==> config.mk <==
export PLATFORM = sky130hd
export DESIGN_NAME = handshake_data_to_ctrl_flat
export DESIGN_NICKNAME = d
export VERILOG_FILES = /design/src/rtl/handshake_data_to_ctrl_if.sv /design/src/rtl/handshake_data_to_ctrl.sv /design/src/flat_wrapper.sv
export SDC_FILE = /design/constraint.sdc
export NUM_CORES = 1
export LEC_CHECK = 0
export BUFFER_PORTS_ARGS = -buffer_cell sky130_fd_sc_hd__buf_2
export CORE_AREA = 2 2 39 41
export CTS_CLUSTER_SIZE = 12
export DETAILED_ROUTE_END_ITERATION = 7
export DIE_AREA = 0 0 41 43
export PLACE_DENSITY = 0.7
export SYNTH_ARGS = -nofsm -noshare
export SYNTH_HDL_FRONTEND = slang
export SYNTH_SLANG_ARGS = --single-unit
==> constraint.sdc <==
create_clock -name clk -period 1.9 [get_ports clk]
set_input_delay 0.38 -clock clk [delete_from_list [all_inputs] [get_ports clk]]
set_output_delay 0.38 -clock clk [all_outputs]
set_load 0.1 [all_outputs]
==> src/rtl/handshake_data_to_ctrl_if.sv <==
// Bundle for the data-to-control token converter.
// slave  : converter side (takes data tokens, offers ctrl tokens)
// master : environment side (offers data tokens, takes ctrl tokens)
interface handshake_data_to_ctrl_if #(
    parameter int DATA_WIDTH = 32,
    parameter int DEPTH      = 2
);
    localparam int CNT_W = $clog2(DEPTH + 1);

    logic [DATA_WIDTH-1:0] ins;
    logic                  ins_valid;
    logic                  ins_ready;
    logic                  ctrl_valid;
    logic                  ctrl_ready;
    logic [CNT_W-1:0]      occupancy;
    logic                  err;
    logic [7:0]            err_count;

    modport slave (
        input  ins, ins_valid, ctrl_ready,
        output ins_ready, ctrl_valid, occupancy, err, err_count
    );

    modport master (
        output ins, ins_valid, ctrl_ready,
        input  ins_ready, ctrl_valid, occupancy, err, err_count
    );
endinterface

==> src/rtl/handshake_data_to_ctrl.sv <==
// Data handshake -> dataless control token converter.
// Each accepted data token becomes one ctrl token. Tokens are held as a count
// (0..DEPTH), so both sides see ready/valid derived only from the count and
// there is no combinational path between the two channels.
// Optional payload check: define HANDSHAKE_DATA_TO_CTRL_CHECK_EN to compare
// each accepted payload against EXPECTED and report mismatches on err /
// err_count. Without it err and err_count are constant zero.
module handshake_data_to_ctrl #(
    parameter int          DATA_WIDTH = 32,
    parameter int          DEPTH      = 2,
    parameter logic [31:0] EXPECTED   = 32'd1
) (
    input  logic                       clk,
    input  logic                       rst,
    handshake_data_to_ctrl_if.slave    bus
);
    localparam int               CNT_W = $clog2(DEPTH + 1);
    localparam logic [CNT_W-1:0] FULL  = CNT_W'(DEPTH);
    localparam logic [CNT_W-1:0] ONE   = CNT_W'(1);

    logic [CNT_W-1:0] cnt_q, cnt_d;
    logic             push, pop;

    // Handshake flags come from the count alone, never from the other side.
    assign bus.ins_ready  = (cnt_q != FULL);
    assign bus.ctrl_valid = (cnt_q != '0);
    assign bus.occupancy  = cnt_q;

    assign push = bus.ins_valid  & bus.ins_ready;
    assign pop  = bus.ctrl_valid & bus.ctrl_ready;

    // Next count: simultaneous push and pop cancel out.
    always_comb begin
        cnt_d = cnt_q;
        if (push && !pop)
            cnt_d = cnt_q + ONE;
        else if (pop && !push)
            cnt_d = cnt_q - ONE;
    end

    // Token count register; reset drops any tokens in flight.
    always_ff @(posedge clk or posedge rst) begin
        if (rst)
            cnt_q <= '0;
        else
            cnt_q <= cnt_d;
    end

`ifdef HANDSHAKE_DATA_TO_CTRL_CHECK_EN
    localparam logic [DATA_WIDTH-1:0] EXP_V = DATA_WIDTH'(EXPECTED);

    logic       err_q;
    logic [7:0] err_cnt_q;
    logic       mismatch;

    assign mismatch = push && (bus.ins != EXP_V);

    // Sticky error flag and saturating mismatch counter; never gates handshake.
    always_ff @(posedge clk or posedge rst) begin
        if (rst) begin
            err_q     <= 1'b0;
            err_cnt_q <= 8'h00;
        end else if (mismatch) begin
            err_q <= 1'b1;
            if (err_cnt_q != 8'hFF)
                err_cnt_q <= err_cnt_q + 8'd1;
        end
    end

    assign bus.err       = err_q;
    assign bus.err_count = err_cnt_q;
`else
    // Payload and EXPECTED are intentionally ignored in this build.
    logic unused_payload;
    assign unused_payload = ^{bus.ins, EXPECTED};

    assign bus.err       = 1'b0;
    assign bus.err_count = 8'h00;
`endif
endmodule

==> src/flat_wrapper.sv <==
// flat-port wrapper written by rule: the top's interface ports become plain ports
module handshake_data_to_ctrl_flat 
#(
    parameter int          DATA_WIDTH = 32,
    parameter int          DEPTH      = 2,
    parameter logic [31:0] EXPECTED   = 32'd1
)
  (clk, rst, bus_ins, bus_ins_valid, bus_ctrl_ready, bus_ins_ready, bus_ctrl_valid, bus_occupancy, bus_err, bus_err_count);
  handshake_data_to_ctrl_if #(.DATA_WIDTH(DATA_WIDTH), .DEPTH(DEPTH)) bus_i ();
  input  logic clk;
  input  logic rst;
  input wire logic [$bits(bus_i.ins)-1:0] bus_ins;
  input wire logic [$bits(bus_i.ins_valid)-1:0] bus_ins_valid;
  input wire logic [$bits(bus_i.ctrl_ready)-1:0] bus_ctrl_ready;
  output wire logic [$bits(bus_i.ins_ready)-1:0] bus_ins_ready;
  output wire logic [$bits(bus_i.ctrl_valid)-1:0] bus_ctrl_valid;
  output wire logic [$bits(bus_i.occupancy)-1:0] bus_occupancy;
  output wire logic [$bits(bus_i.err)-1:0] bus_err;
  output wire logic [$bits(bus_i.err_count)-1:0] bus_err_count;
  assign bus_i.ins = bus_ins;
  assign bus_i.ins_valid = bus_ins_valid;
  assign bus_i.ctrl_ready = bus_ctrl_ready;
  assign bus_ins_ready = bus_i.ins_ready;
  assign bus_ctrl_valid = bus_i.ctrl_valid;
  assign bus_occupancy = bus_i.occupancy;
  assign bus_err = bus_i.err;
  assign bus_err_count = bus_i.err_count;
  handshake_data_to_ctrl #(.DATA_WIDTH(DATA_WIDTH), .DEPTH(DEPTH), .EXPECTED(EXPECTED)) u_core (.clk(clk), .rst(rst), .bus(bus_i));
endmodule
Yosys cells after proc, flatten, opt, wreduce, memory -nomap -nowiden
Cells that the tools add are included.
- register bits after elaboration: 2
- input bits: 36
- output and inout port bits: 13
- logic and storage cells: 14
- add/sub/neg operators: 2
- eq/ne operators: 1
- muxes and demuxes: 2
- bitwise gates (word level): 2
- reduce and logical (&&, ||, !) cells: 6
- operator list (cell ; number):
    2-bit 2-to-1 mux ; 2
    2-bit nonzero test ; 2
    2-bit by 1-bit adder with 2-bit output, second input constant ; 1
    1-bit bitwise AND ; 2
    1-bit logical AND ; 2
    1-bit zero test ; 2
    2-bit inequality test, second input constant ; 1
    2-bit by 1-bit subtractor with 2-bit output, second input constant ; 1

Longest topological paths before layout
Gate-level depths: netlist of run 1.
- depth after elaboration: 6
- gate-level depth with buffers: 6
- gate-level depth less buffers: 6

Worst setup path before layout of run 1
OpenSTA, ideal clock, no wires.
- path kind: register to register
- from: register u_core.cnt_q[1], in the netlist u_core.bus.occupancy[1]
- to: register u_core.cnt_q[1], in the netlist u_core.bus.occupancy[1]
- setup time: 0.162 ns
- data arrival time: 2.725 ns
- required time: 1.738 ns
- path slack: -0.988 ns
- stages on the path, launching flop included: 7
- buffers on the path: 0
- clock period less this slack: 2.888 ns
- path through: dfrtp_1 > nand2b_1 > and2_1 > ha_1 > xor2_1 > nor2_1 > xor2_1
- cells in the longest elaborated chain, start to end: 5
- elaborated cells between the ends (all ways): 13
- those cells by class: 2 x add/sub; 1 x eq/ne; 2 x mux; 2 x bitwise; 6 x reduce/logical
- RTL lines (element ; RTL line ; source):
    from (decl) ; handshake_data_to_ctrl.sv:21 ; logic [CNT_W-1:0] cnt_q, cnt_d;
    from (signal assigned) ; handshake_data_to_ctrl.sv:46 ; cnt_q <= cnt_d;
    2-bit inequality test * ; handshake_data_to_ctrl.sv:25 ; assign bus.ins_ready = (cnt_q != FULL);
    net bus_ins_ready ; flat_wrapper.sv:15 ; output wire logic [$bits(bus_i.ins_ready)-1:0] bus_ins_ready;
    1-bit bitwise AND * ; handshake_data_to_ctrl.sv:29 ; assign push = bus.ins_valid & bus.ins_ready;
    1-bit zero test ; handshake_data_to_ctrl.sv:37 ; else if (pop && !push)
    1-bit logical AND ; handshake_data_to_ctrl.sv:37 ;
    2-bit nonzero test (no line) ; n/a ;
Mark *: on every way through the listed nets, which the timed path passes. The rest lies on a longest branch. The select of a mux whose other input is x is not followed.
A chain may end at the register's enable or synchronous reset.

Final worst setup path of run 1
- from: register u_core.cnt_q[0], in the netlist u_core.bus.occupancy[0]
- to: output bus_ctrl_valid
- cells in the longest elaborated chain, start to end: 1
- RTL lines (element ; RTL line ; source):
    2-bit nonzero test ; handshake_data_to_ctrl.sv:26 ; assign bus.ctrl_valid = (cnt_q != '0);
    to (decl) ; flat_wrapper.sv:16 ; output wire logic [$bits(bus_i.ctrl_valid)-1:0] bus_ctrl_valid;
No other way between the ends.

==> results.json, run 1 <==
{
  "min-delay-path-class": "in -> async",
  "dominant_combinational_cell_family_by_area_after_synthesis": "buffers and inverters",
  "layout_common_cells": "9 x sky130_fd_sc_hd__conb_1, 7 x sky130_fd_sc_hd__buf_2, 3 x sky130_fd_sc_hd__clkbuf_4",
  "drc_errors": 0,
  "rsz0062_at_grt": "false",
  "cp_max_delay_cell": "sky130_fd_sc_hd__dfrtp_4",
  "critical_path.top_delay_family": "flip-flops",
  "antenna_found_initial": 0,
  "gp_routability_congestion": 0.4856,
  "ctsLongestPathBuffers": 2,
  "p_leak_uw": 0.0001344,
  "vdd.ir_drop.worst_v": 0.0003838,
  "synth_cell_type_count": 12,
  "inserted_clock_buffers": 3,
  "chip_width_um": 41,
  "cap_viol_max_count": 0,
  "cts-root-buf": "sky130_fd_sc_hd__clkbuf_4",
  "fin_crit_sh_pct": 87.03,
  "syn_to_final_growth_pct": 30.26,
  "required_ns": 1.52,
  "synth-seq-area-share_pct": 26.32,
  "wire_length_of_the_first_global_routing_pass_um": 462,
  "ys_ff_latch": 2,
  "tns_ns": 0,
  "clock_tree.htree_level_count": 1,
  "design.die.area_mm2": 0.001763,
  "critical_path_class": "reg -> out",
  "finalCriticalPeriod_ns": 1.653,
  "placementRows": 14,
  "synth_adder_area_share_pct": 6.579,
  "hold_viol_final": 0,
  "number_of_slew_limit_violations_in_the_final_report": 0,
  "drt_first_pass_iters": 2,
  "outcome": "complete, no violations",
  "initial_drc_count": 1,
  "synth_mux_area_share_pct": 0,
  "post-layout-total-power_uw": 792.2,
  "routed_via_density": 2.979,
  "yosysWarningCount": 0,
  "numPortBuffers": 7,
  "final-setup-viol-count": 0,
  "cts.sinks": 2,
  "postCtsSetupBuffers": 0,
  "synth_compound_area_share_pct": 0,
  "synth_area_leaders": "sky130_fd_sc_hd__buf_4 36%, sky130_fd_sc_hd__dfrtp_1 26%, sky130_fd_sc_hd__xor2_1 9.2%",
  "design.final.nets": 70,
  "syn-mean-instance-area_um2": 8.645,
  "grt_start_max_net_pins": 6,
  "timing.critical_path.from_type": "flip-flop",
  "synth.cell_area_um2": 190.2,
  "synthXorXnorAreaFrac_pct": 13.82,
  "hold_buffer_count_at_cts": 0,
  "yosysTopAreaCell": "sky130_fd_sc_hd__buf_4",
  "layout-drive-gt1-share_pct": 45.16,
  "cts-resized-gates": 0,
  "post_synth_and_or_nand_nor_area_fraction_pct": 13.82,
  "worstPathCellList": "or2_4 -> buf_2",
  "place_hpwl_um": 292,
  "clock_tree_from_tritoncts": "built",
  "dp_worst_setup_slack_ns": 0.4269,
  "finalClockSkew_ns": 0.002599,
  "endpoint_kind": "output port",
  "p_per_area_mw_per_mm2": 3198,
  "synth_largest_type_area_fraction_pct": 35.53,
  "worstPathArrival_ns": 1.27,
  "final_core_util_pct": 17.90,
  "vias": 140,
  "clock.fmax_mhz": 604.8,
  "antenna_diode_count": 0,
  "timing.critical_path.buf_inv": 1,
  "floorplan.core_area_mm2": 0.001384,
  "clk_transition_reported_paths_ns": 0.03,
  "globalRouteOverflowTotal": 0,
  "cp_max_fo": 5,
  "fin_ws_ns": 0.2465,
  "slowest_delay_ns": 0.50,
  "layout_commonest_cell": "sky130_fd_sc_hd__conb_1",
  "wire_per_inst_um": 7.447,
  "initial_core_util_pct": 13.74,
  "dieHeight_um": 43,
  "drt_wl_total_um": 350,
  "drtAntennaViolNets": 0,
  "first_global_vias": 138,
  "ioPinCount": 49,
  "synthCells": 22,
  "largest_register_ffs": 2,
  "global_route.usage.total_pct": 5.305,
  "worstSkewPairLatency_ns": 0.23
}
==> layer usage <==
metal / share of wire, % / GRT usage (%) / vias up
met5: 0 / 0 / -
met4: 5.4 / 14.00 / 0
met3: 9.1 / 1.571 / 2
met2: 56 / 7.187 / 9
met1: 29 / 1.911 / 63
li1: - / - / 66
==> layout make-up <==
cell class	count	area (um2)
multi-input cells	18	108.9
inverters	1	3.754
clock buffers	3	22.52
fillers	164	1136
flip-flops and latches	2	57.56
repair buffers	7	35.03
well taps	16	20.02
==> per-stage QoR <==
stage	std cells	hold WS, ns	cell area [um2]
5_1_grt	47	0.01465	247.7
3_3_place_gp	44	0.2314	225.2
4_1_cts	47	0.0001346	247.7
3_5_place_dp	44	0.2399	225.2
6_report	47	0.0005501	247.7
2_1_floorplan	30	0.1212	237.7
==> synth_stat cells <==
master	count
sky130_fd_sc_hd__nand2_1	1
sky130_fd_sc_hd__and2_1	1
sky130_fd_sc_hd__xnor2_1	1
sky130_fd_sc_hd__buf_4	9
sky130_fd_sc_hd__dfrtp_1	2
sky130_fd_sc_hd__nand2b_1	1
sky130_fd_sc_hd__conb_1	1
sky130_fd_sc_hd__inv_1	1
sky130_fd_sc_hd__nor2_1	1
sky130_fd_sc_hd__ha_1	1
sky130_fd_sc_hd__xor2_1	2
sky130_fd_sc_hd__or2_1	1
==> worst register-to-register path, cell delays in order, from the launching register on <==
cell and delay [ns]:
sky130_fd_sc_hd__dfrtp_4 0.50, sky130_fd_sc_hd__nand2b_4 0.15, sky130_fd_sc_hd__and2_1 0.15, sky130_fd_sc_hd__ha_1 0.32
sky130_fd_sc_hd__nor2_1 0.13, sky130_fd_sc_hd__xor2_1 0.15
==> final timing paths <==
check / depth (start not counted) / endpoint / start / slack [ns]
worst max-delay path: 2 / bus_ctrl_valid / u_core.bus.occupancy[0] / 0.25
worst min-delay path: 2 / u_core.bus.occupancy[0] / rst / 0.0006
worst max register to register: 5 / u_core.bus.occupancy[1] / u_core.bus.occupancy[0] / 0.43
worst min register to register: 1 / u_core.bus.occupancy[1] / u_core.bus.occupancy[1] / 0.55
max in group asynchronous: 2 / u_core.bus.occupancy[1] / rst / 1.77
min in group clk: 1 / u_core.bus.occupancy[1] / u_core.bus.occupancy[1] / 0.55
==> power breakdown <==
group / total, uW / leakage, uW / internal [uW] / switching (uW)
logic: 576 / 0.0000991 / 108 / 468
registers: 122 / 0.0000215 / 82.9 / 39.6
clock network: 93.9 / 0.0000138 / 69.6 / 24.2
==> logic make-up (layout without fill, tap and decap cells) <==
kind of cell,Yosys count,in the layout
buffers and inverters,10,11
AND/OR/NAND/NOR,5,5
XOR/XNOR,3,3
flip-flops,2,2
adder cells (fa/ha/maj),1,1
other,1,9
(Power assumes the default switching activity.)
==> run 2, diff against run 1 <==
--- a/config.mk
+++ b/config.mk
@@ -7,6 +7,7 @@
 export LEC_CHECK = 0
 export BUFFER_PORTS_ARGS = -buffer_cell sky130_fd_sc_hd__buf_2
 export CORE_AREA = 2 2 39 41
+export CTS_BUF_LIST = sky130_fd_sc_hd__clkbuf_8 sky130_fd_sc_hd__clkbuf_16
 export CTS_CLUSTER_SIZE = 12
 export DETAILED_ROUTE_END_ITERATION = 7
 export DIE_AREA = 0 0 41 43
==> run 2 against run 1 <==
  * Fmax rose by 0.89%
  * Critical path depth unchanged
  * Count of clock-buffer cells in the layout unchanged
  * Critical endpoint unchanged
  * Largest cell class unchanged
==> results.json, run 2 (synthesis gave the netlist of run 1 again) <==
{
  "drt_wl_total_um": 382,
  "footprint_of_the_flip_flops_and_latches_um2": 57.56,
  "layout_common_cells": "9 x sky130_fd_sc_hd__conb_1, 7 x sky130_fd_sc_hd__buf_2, 3 x sky130_fd_sc_hd__clkbuf_8",
  "drt_first_pass_iters": 1,
  "worst_setup_path_startpoint": "u_core.bus.occupancy[0]",
  "timing.rr.end": "u_core.bus.occupancy[1]",
  "initial_core_util_pct": 13.74,
  "drc_errors": 0,
  "clk_transition_reported_paths_ns": 0.03,
  "antenna_diode_count": 0,
  "instances_no_fill": 47,
  "hold_viol_final": 0,
  "rsz0062_at_grt": "false",
  "syn_to_final_growth_pct": 40.13,
  "wire_per_inst_um": 8.128,
  "tns_ns": 0,
  "cap_viol_max_count": 0,
  "cts-resized-gates": 0,
  "timing.critical_path.from_type": "flip-flop",
  "layout-drive-gt1-share_pct": 45.16,
  "largest_register_ffs": 2,
  "clock_tree_from_tritoncts": "built",
  "n_fill_cell": 168,
  "final-setup-viol-count": 0,
  "layout_commonest_cell": "sky130_fd_sc_hd__conb_1",
  "worstSkewPairLatency_ns": 0.21,
  "design.die.area_mm2": 0.001763,
  "inserted_clock_buffers": 3,
  "grt_start_max_net_pins": 6,
  "clock.fmax_mhz": 610.2,
  "fin_crit_sh_pct": 86.26,
  "cts-root-buf": "sky130_fd_sc_hd__clkbuf_8",
  "ff2ff_path_depth": 5,
  "postCtsSetupBuffers": 0,
  "critical_path_class": "reg -> out",
  "finalClockSkew_ns": 0.0003671,
  "chip_width_um": 41,
  "first_global_vias": 139,
  "cp_max_fo": 5,
  "min-delay-path-class": "in -> async",
  "cts.sinks": 2,
  "p_leak_uw": 0.0001422,
  "dpl.cell_count": 44,
  "outcome": "complete, no violations",
  "dieHeight_um": 43,
  "timing.reg2reg.setup_slack_ns": 0.42,
  "initial_drc_count": 0,
  "ioPinCount": 49,
  "worstPathArrival_ns": 1.26,
  "vias": 148,
  "drtAntennaViolNets": 0,
  "required_ns": 1.52,
  "place_hpwl_um": 292,
  "antenna_found_initial": 0,
  "routed_via_density": 3.149,
  "hold_buffer_count_at_cts": 0,
  "vdd.ir_drop.worst_v": 0.0003647,
  "p_per_area_mw_per_mm2": 3263,
  "number_of_slew_limit_violations_in_the_final_report": 0,
  "finalCriticalPeriod_ns": 1.639,
  "design.final.nets": 70,
  "regToRegStartpoint": "u_core.bus.occupancy[0]",
  "gp_routability_congestion": 0.4856,
  "post-layout-total-power_uw": 869.5,
  "multi_input_area_um2": 108.9,
  "ctsLongestPathBuffers": 2,
  "numPortBuffers": 7,
  "wire_length_of_the_first_global_routing_pass_um": 517,
  "endpoint_kind": "output port",
  "floorplan.core_area_mm2": 0.001384,
  "clock_tree.htree_level_count": 1,
  "placementRows": 14,
  "global_route.usage.total_pct": 6.006,
  "globalRouteOverflowTotal": 0
}
==> run 2: routing by layer <==
| metal | share of wire [%] | GRT usage, % | vias to the layer above | wire [um] |
|---|---|---|---|---|
| met2 | 50 | 7.813 | 12 | 191 |
| li1 | - | - | 66 | - |
| met3 | 8.6 | 3.141 | 5 | 33 |
| met5 | 0 | 0 | - | 0 |
| met4 | 12 | 14.00 | 0 | 45 |
| met1 | 29 | 2.548 | 65 | 112 |
==> run 2: final cells by class <==
cell class | count | share of cell area, %
Multi-Input combinational cell | 18 | 40.84
Inverter | 1 | 1.408
Timing Repair Buffer | 7 | 13.15
Sequential cell | 2 | 21.60
Clock buffer | 3 | 15.49
Tap cell | 16 | 7.512
==> run 2: worst max-delay path by stage <==
stage	end	slack, ns	depth (start not counted)
2_1_floorplan	u_core.bus.occupancy[1]	0.04	6
3_3_place_gp	u_core.bus.occupancy[1]	0.45	5
3_5_place_dp	u_core.bus.occupancy[1]	0.43	5
4_1_cts	bus_ctrl_valid	0.26	2
5_1_grt	bus_ctrl_valid	0.25	2
6_report	bus_ctrl_valid	0.26	2
==> run 2: critical path, stage by stage (launching register included) <==
cell and delay, ns:
sky130_fd_sc_hd__dfrtp_4 0.50, sky130_fd_sc_hd__or2_4 0.26, sky130_fd_sc_hd__buf_2 0.29
==> run 2: power breakdown <==
group          internal (uW)  leakage, uW  switching (uW)
Combinational            109    0.0000991             470
Sequential              82.9    0.0000215            40.0
Clock                    134    0.0000216            34.1
==> run 2: metrics by stage <==
stage / cell area (um2) / utilization [%] / setup slack, ns / hold slack, ns
final: 266.5 / 19.26 / 0.2611 / 0.01499
after global routing: 266.5 / 19.26 / 0.2491 / 0.02877
after CTS: 266.5 / 19.26 / 0.2554 / 0.01958
after detailed placement: 225.2 / 16.27 / 0.4269 / 0.2399
after global placement: 225.2 / 16.27 / 0.4450 / 0.2314
after floorplan: 237.7 / - / 0.03787 / 0.1212
